### src/rtl/debounce4.sv
// Four-channel synchroniser + debouncer feeding the x0..x3 gate inputs.
// Optional macro DEBOUNCE_EDGE_EN adds registered rise/fall strobes.
module debounce4 #(
  parameter int N_STABLE = 120000,
  parameter int CNT_W    = 17
) (
  input  logic       clk,
  input  logic       rst,
  input  logic [3:0] btn_in,
  output logic       x0,
  output logic       x1,
  output logic       x2,
  output logic       x3
`ifdef DEBOUNCE_EDGE_EN
  ,
  output logic [3:0] rise,
  output logic [3:0] fall
`endif
);

  typedef enum logic {
    STABLE   = 1'b0,
    CHANGING = 1'b1
  } state_t;

  localparam logic [CNT_W-1:0] CNT_LAST = CNT_W'(N_STABLE - 1);

  logic [3:0] sync1_reg;
  logic [3:0] sync2_reg;
  logic [3:0] x_level;
`ifdef DEBOUNCE_EDGE_EN
  logic [3:0] rise_level;
  logic [3:0] fall_level;
`endif

  // Two-flop synchroniser; only sync2_reg is seen by the channel logic.
  always_ff @(posedge clk) begin
    if (rst) begin
      sync1_reg <= '0;
      sync2_reg <= '0;
    end else begin
      sync1_reg <= btn_in;
      sync2_reg <= sync1_reg;
    end
  end

  generate
    for (genvar gi = 0; gi < 4; gi++) begin : g_chan
      state_t           state_reg;
      logic [CNT_W-1:0] cnt_reg;
      logic             x_reg;
`ifdef DEBOUNCE_EDGE_EN
      logic             rise_reg;
      logic             fall_reg;
`endif
      logic             s;

      assign s = sync2_reg[gi];

      always_ff @(posedge clk) begin
        if (rst) begin
          state_reg <= STABLE;
          cnt_reg   <= '0;
          x_reg     <= 1'b0;
`ifdef DEBOUNCE_EDGE_EN
          rise_reg  <= 1'b0;
          fall_reg  <= 1'b0;
`endif
        end else begin
`ifdef DEBOUNCE_EDGE_EN
          rise_reg <= 1'b0;
          fall_reg <= 1'b0;
`endif
          case (state_reg)
            STABLE: begin
              if (s != x_reg) begin
                state_reg <= CHANGING;
                cnt_reg   <= CNT_W'(1);
              end
            end
            CHANGING: begin
              if (s == x_reg) begin
                // Bounced back before the window closed: discard silently.
                state_reg <= STABLE;
                cnt_reg   <= '0;
              end else if (cnt_reg == CNT_LAST) begin
                x_reg     <= s;
                state_reg <= STABLE;
                cnt_reg   <= '0;
`ifdef DEBOUNCE_EDGE_EN
                rise_reg  <= s;
                fall_reg  <= ~s;
`endif
              end else begin
                cnt_reg <= cnt_reg + CNT_W'(1);
              end
            end
            default: begin
              state_reg <= STABLE;
              cnt_reg   <= '0;
            end
          endcase
        end
      end

      assign x_level[gi] = x_reg;
`ifdef DEBOUNCE_EDGE_EN
      assign rise_level[gi] = rise_reg;
      assign fall_level[gi] = fall_reg;
`endif
    end
  endgenerate

  assign x0 = x_level[0];
  assign x1 = x_level[1];
  assign x2 = x_level[2];
  assign x3 = x_level[3];
`ifdef DEBOUNCE_EDGE_EN
  assign rise = rise_level;
  assign fall = fall_level;
`endif

endmodule

### config.mk
export PLATFORM = sky130hd
export DESIGN_NAME = debounce4
export DESIGN_NICKNAME = d
export VERILOG_FILES = /design/src/rtl/debounce4.sv
export SDC_FILE = /design/constraint.sdc
export NUM_CORES = 1
export LEC_CHECK = 0
export ABC_AREA = 1
export BUFFER_PORTS_ARGS = -buffer_cell sky130_fd_sc_hd__buf_2
export CAP_MARGIN = 20
export CORE_MARGIN = 10
export CORE_UTILIZATION = 60
export CTS_CLUSTER_DIAMETER = 60
export DETAILED_ROUTE_END_ITERATION = 10
export PLACE_DENSITY_LB_ADDON = 0.15
export SETUP_SLACK_MARGIN = 0.1
export SYNTH_ARGS = -nofsm -noshare
export SYNTH_HDL_FRONTEND = slang
export SYNTH_SLANG_ARGS = --single-unit
### constraint.sdc
create_clock -name clk -period 3.93 [get_ports clk]
set_input_delay 0.786 -clock clk [delete_from_list [all_inputs] [get_ports clk]]
set_output_delay 0.786 -clock clk [all_outputs]
set_load 0.05 [all_outputs]
==> impl_metrics.yaml, run 1 <==
outcome:
  status: "finished, final reports clean"
timing:
  fin_skew_ps: 7.96
  setup_viol: 0
  fin_crit_sh_pct: 47.2
  min_period_ps: 1850
  fmax_mhz: 539
  tns_ps: 0
  rsz0062_at_grt: "false"
  tightest_slew_ps: 851
  relSlewSlack_pct: 43.2
  fin_ws_ps: 2080
  final_hold_viol_count: 0
  final_max_slew_viol_count: 0
logic_synthesis:
  ys_types: 27
  netlist_area_mm2: 0.00482
  synth_top_family_by_area: "simple AND/OR/NAND/NOR gates"
  synth-edff-count: 0
  synth.mux.area_fraction_pct: 0
  synth_top_area_share_pct: 34.9
  synth_area_per_cell_um2: 6.35
  synth_compound_area_share_pct: 9.94
  synth-warning-count: 0
  synthArstFlopShare_pct: 0
  synth.largest_area_cell: "dfxtp_1"
  seq_area_frac_synth_pct: 34.9
  synth_commonest_cells: "253 x nand2_1, 96 x nor2_1, 86 x inv_1"
  yosys-top-cells-area: "dfxtp_1 35%, nand2_1 20%, nor2_1 7.5%, inv_1 6.7%, a21oi_1 5.7%"
  syn_nets: 769
  synth.most_common_cell: "nand2_1"
  synthAdderAreaFrac_pct: 1.04
  yosys.area_share.simple_pct: 41.5
  ys_ff_latch: 84
  synth_flop_cell: "dfxtp_1"
  synth_xor_xnor_area_share_pct: 3.56
  synthCells: 759
cells_and_area:
  fin_nets: 776
  postLayoutCoreUtil_pct: 65.8
  nFillCells: 717
  syn_to_final_growth_pct: 6.00
  stdcell_count: 873
  multi_input_area_mm2: 0.00270
  largest_reg_flops: 68
  regArea_mm2: 0.00168
  num_antenna_cells: 0
  drive_above_1_share_pct: 9.47
  stdcell_area_mm2: 0.00511
detailed_routing:
  wire_per_inst_um: 11.8
  antenna_left: 0
  vias_per_cell: 5.27
  drc_errors: 0
  drt_iter0_drc: 235
  detail_route.wirelength_um: 10300
  drt_pass1_iterations: 5
  vias: 4604
hold_path:
  hold_path_class: "flop to flop"
  whs_path_depth: 2
  hold_start: "sync1_reg[2]"
  min_to: "sync2_reg[2]"
cts:
  cts_tree: "yes"
  cts_max_level: 3
  cts.sinks: 84
  cts_resized: 0
  clk_pin_slew_ps: 90
  clk_latency_ps: 350
  cts_root_buffer: "clkbuf_8"
  cts_setup_buffers: 0
  cts_hold_buf: 0
  clockBufferDepth: 2
  numCtsBuffers: 9
pwr:
  p_leak_nw: 1.82
  ir_drop_mv: 0.259
  powerDensity_mw_per_mm2: 301
place:
  placedCellCount: 857
  globalplace.congestion: 0.915
  place_area_mm2: 0.00492
  place.port_buffers: 9
  dp_slack_ps: 1900
  post-dp-hpwl_um: 7350
setup_path:
  critical_path_class: "flop to output port"
  crit_buf_inv: 1
  critPathTopFamily: "flip-flops"
  r2r_start: "g_chan[1].cnt_reg[0]"
  ff2ff_setup_slack_ps: 2290
  cpPeakStageDelay_ps: 420
  cp.arrival_ps: 1070
  critPathRequiredTime_ps: 3140
  start_kind: "flop"
  crit_slowest_cell: "dfxtp_1"
  crit_chain: "buf_2"
  cp_max_fo: 3
  critPathCaptureType: "output port"
  r2r_end: "g_chan[1].cnt_reg[5]"
  ff2ff_path_depth: 8
grt:
  grtUsageTotal_pct: 17.8
  grt_pass1_wl_um: 18000
  grt_pass1_vias: 4193
  antenna_found_initial: 0
  grt_max_degree: 52
  overflow: 0
floorplanning:
  die_h_um: 110
  start_util_pct: 62.0
  die_w_um: 110
  core_area_mm2: 0.00777
  ioPinCount: 10
  die-area_mm2: 0.0120
  std_cell_rows: 32
run:
  drv_cap: 0
[layout by cell type, fill, tap and decap left out]
cell type | Yosys | final
o21ai_0 | 23 | 23
nor2_1 | 96 | 96
xor2_1 | 9 | 9
a21oi_2 | 4 | 4
xnor2_1 | 5 | 5
o21bai_1 | 4 | 4
inv_6 | 0 | 1
or2_2 | 6 | 6
nor3_1 | 2 | 2
ha_1 | 4 | 4
xnor2_2 | 3 | 3
a21oi_1 | 55 | 55
nor2_4 | 10 | 10
clkbuf_1 | 9 | 1
a21o_1 | 2 | 2
buf_4 | 2 | 1
nor2_2 | 9 | 9
clkbuf_8 | 0 | 9
inv_2 | 9 | 9
nand3_1 | 37 | 37
dfxtp_1 | 84 | 84
clkinv_2 | 0 | 2
nand2_1 | 253 | 253
nand2_2 | 3 | 3
clkinvlp_4 | 0 | 2
nand3_2 | 4 | 4
nand4_1 | 34 | 34
nand3b_1 | 2 | 2
buf_2 | 0 | 9
inv_1 | 86 | 86
o2111ai_1 | 1 | 1
bufinv_16 | 0 | 1
[metrics by stage]
stage / power, mW / hold WS (ps)
6_report: 1.54 / 411
5_1_grt: 1.59 / 435
4_1_cts: 1.55 / 419
3_5_place_dp: 0.940 / 408
3_3_place_gp: 0.938 / 394
2_1_floorplan: 0.928 / 388
[cell type report]
| type | instances | share of cell area (%) |
|---|---|---|
| multi-input combinational | 566 | 52.8 |
| sequential | 84 | 32.9 |
| timing repair buffer | 10 | 1.03 |
| tap | 102 | 2.50 |
| inverter | 95 | 6.98 |
| clock buffer | 10 | 2.50 |
| clock inverter | 6 | 1.25 |
[layer usage]
| metal | global-route usage, % | part of all wire, % | up-vias |
|---|---|---|---|
| li1 | - | - | 2415 |
| met1 | 22.7 | 48 | 2087 |
| met2 | 30.1 | 47 | 87 |
| met3 | 2.81 | 3.6 | 15 |
| met4 | 5.67 | 1.2 | 0 |
| met5 | 0 | 0 | - |
[kinds of logic (layout without fill, tap and decap cells)]
group | count (synthesis) | count (layout)
xor+xnor | 17 | 17
fa+ha+maj | 4 | 4
compound gates | 89 | 89
buf+inv | 109 | 121
flops | 84 | 84
simple gates | 456 | 456
[power by group]
group          total [mW]  switching (mW)  leakage (nW)  internal, mW
logic              0.0549          0.0401          1.05        0.0148
registers           0.864         0.00663         0.679         0.857
clock network       0.621           0.326        0.0927         0.294
total                1.54           0.373          1.82          1.17
[worst min-delay path, stage by stage, from the launching register on]
cell and delay [ps]:
dfxtp_1 310, inv_1 40, nor2_1 30
[how the worst max path moves through the flow]
stage,end,cells past startpoint,from,slack [ps]
2_1_floorplan,g_chan[2].cnt_reg[3],7,rst,2370
3_3_place_gp,g_chan[2].cnt_reg[2],6,rst,1950
3_5_place_dp,g_chan[3].cnt_reg[2],4,rst,1900
4_1_cts,x0,1,x0,2070
5_1_grt,x1,1,x1,2040
6_report,x0,1,x0,2080
Note: power is estimated with default switching activity, not from simulation.
==> run 2: changes to the inputs <==
--- a/config.mk
+++ b/config.mk
@@ -9,7 +9,7 @@
 export BUFFER_PORTS_ARGS = -buffer_cell sky130_fd_sc_hd__buf_2
 export CAP_MARGIN = 20
 export CORE_MARGIN = 10
-export CORE_UTILIZATION = 60
+export CORE_UTILIZATION = 57
 export CTS_CLUSTER_DIAMETER = 60
 export DETAILED_ROUTE_END_ITERATION = 10
 export PLACE_DENSITY_LB_ADDON = 0.15
==> constraint.sdc (replaced) <==
create_clock -name clk -period 1.5 [get_ports clk]
set_input_delay 0.3 -clock clk [delete_from_list [all_inputs] [get_ports clk]]
set_output_delay 0.3 -clock clk [all_outputs]
set_load 0.05 [all_outputs]
==> run 2 against run 1 <==
Net effect:
- via count grew 9.5%
- register-to-register slack got worse by 2200 ps
- wire length is 24% higher
- power grew to 2.8 times the previous value
- critical path depth grew 6
- critical path type is now flop to flop
- sequential power grew to 2.6 times the previous value
- clock power grew to 3.0 times the previous value
- final area up 17%
==> impl_metrics.yaml, run 2 (synthesis results as in run 1) <==
floorplanning:
  std_cell_rows: 33
  start_util_pct: 58.7
  core_area_mm2: 0.00822
  ioPinCount: 10
  die_h_um: 112
  die-area_mm2: 0.0125
  die_w_um: 112
grt:
  grt_pass1_wl_um: 19900
  grt_pass1_vias: 4565
  grt_max_degree: 52
  grtUsageTotal_pct: 18.1
  antenna_found_initial: 0
  overflow: 0
cts:
  numCtsBuffers: 9
  clk_latency_ps: 360
  cts.sinks: 84
  cts_tree: "yes"
  clockBufferDepth: 2
  clk_pin_slew_ps: 90
  cts_root_buffer: "clkbuf_8"
  cts_max_level: 3
cells_and_area:
  largest_reg_flops: 68
  postLayoutCoreUtil_pct: 72.8
  syn_to_final_growth_pct: 24.1
  drive_above_1_share_pct: 28.4
  final_common_cell: "nand2_1"
  fin_nets: 824
  layout_common_cells: "234 x nand2_1, 79 x inv_1, 64 x nor2_1, 53 x a21oi_1, 45 x dfxtp_1"
  num_antenna_cells: 0
timing:
  final_hold_viol_count: 0
  relSlewSlack_pct: 61.9
  fin_ws_ps: 41.1
  final_max_slew_viol_count: 0
  min_period_ps: 1460
  tns_ps: 0
  fin_skew_ps: 17.0
  setup_viol: 0
  rsz0062_at_grt: "true"
  fin_crit_sh_pct: 97.3
  tightest_slew_ps: 571
  fmax_mhz: 685
place:
  place.port_buffers: 9
  dp_slack_ps: -83.0
  globalplace.congestion: 0.939
  post-dp-hpwl_um: 7710
detailed_routing:
  antenna_left: 0
  drc_errors: 0
  vias_per_cell: 5.46
  vias: 5042
  detail_route.wirelength_um: 12800
  drt_pass1_iterations: 6
  wire_per_inst_um: 13.8
  drt_iter0_drc: 337
outcome:
  status: "finished, final reports clean"
setup_path:
  critPathRequiredTime_ps: 1720
  start_kind: "flop"
  cp.arrival_ps: 1680
  critPathCaptureType: "flop"
  crit_slowest_cell: "dfxtp_2"
  cpPeakStageDelay_ps: 370
  cp_max_fo: 5
  critPathMostFrequentCell: "nand4_1"
  crit_chain: "ha_4, nand3_4, nor2_4, nand4_1, buf_4, nand4_1, a21oi_1"
  critical_path_class: "flop to flop"
pwr:
  p_leak_nw: 2.19
  ir_drop_mv: 0.514
  powerDensity_mw_per_mm2: 727
hold_path:
  hold_path_class: "primary input to flop"
run:
  drv_cap: 0
[run 2: final timing paths]
kind / startpoint / end / slack, ps / depth (start not counted)
worst max-delay path: g_chan[3].cnt_reg[1] / g_chan[3].cnt_reg[12] / 40 / 7
worst min-delay path: btn_in[1] / sync1_reg[1] / 140 / 3
worst max register to register: g_chan[3].cnt_reg[1] / g_chan[3].cnt_reg[12] / 40 / 7
worst min register to register: sync1_reg[0] / sync2_reg[0] / 400 / 2
[run 2: timing repair]
action                                  in CTS  in global routing
pin swaps                                   11                 25
endpoints found under the setup margin      60                 73
cloned                                       0                  3
resized for setup                           33                110
setup buffers                                4                 16
hold endpoints to repair                     0                  0
hold buffers                                 0                  0
[run 2: cell type report]
type / count / area [um^2]
Timing Repair Buffer: 56 / 448
Inverter: 95 / 359
Sequential cell: 84 / 1740
Fill cell: 633 / 2240
Clock buffer: 10 / 138
Tap cell: 105 / 131
Clock inverter: 6 / 93.8
Multi-Input combinational cell: 568 / 3070
[run 2: power by group]
group / internal [mW] / switching, mW / total (mW)
sequential: 2.24 / 0.0184 / 2.26
clock: 0.999 / 0.883 / 1.88
combinational: 0.0743 / 0.129 / 0.204
total: 3.32 / 1.03 / 4.35
[run 2: metrics by stage]
stage / hold slack, ps / area (um^2) / power, mW / std cells
CTS: 132 / 5500 / 4.34 / 905
finish: 138 / 5980 / 4.35 / 924
floorplan: 388 / 4820 / 2.43 / 759
global route: 136 / 5980 / 4.49 / 924
global placement: 397 / 5130 / 2.48 / 885
detailed placement: 399 / 5130 / 2.49 / 885
[run 2: routing by layer]
layer,GRT usage [%],vias up,share of wire (%)
met1,22.3,2319,43
met4,7.11,0,1.6
met5,0,-,0
met2,30.7,177,49
li1,-,2522,-
met3,2.74,24,6.1
[run 2: worst max-delay path, delay by kind of cell, from the launching register on]
kind | cells | cell delay, ps
AO/OA/AOI/OAI | 1 | 70
buffers and inverters | 1 | 230
flip-flops | 1 | 370
AND/OR/NAND/NOR | 4 | 510
adder cells (fa/ha/maj) | 1 | 170
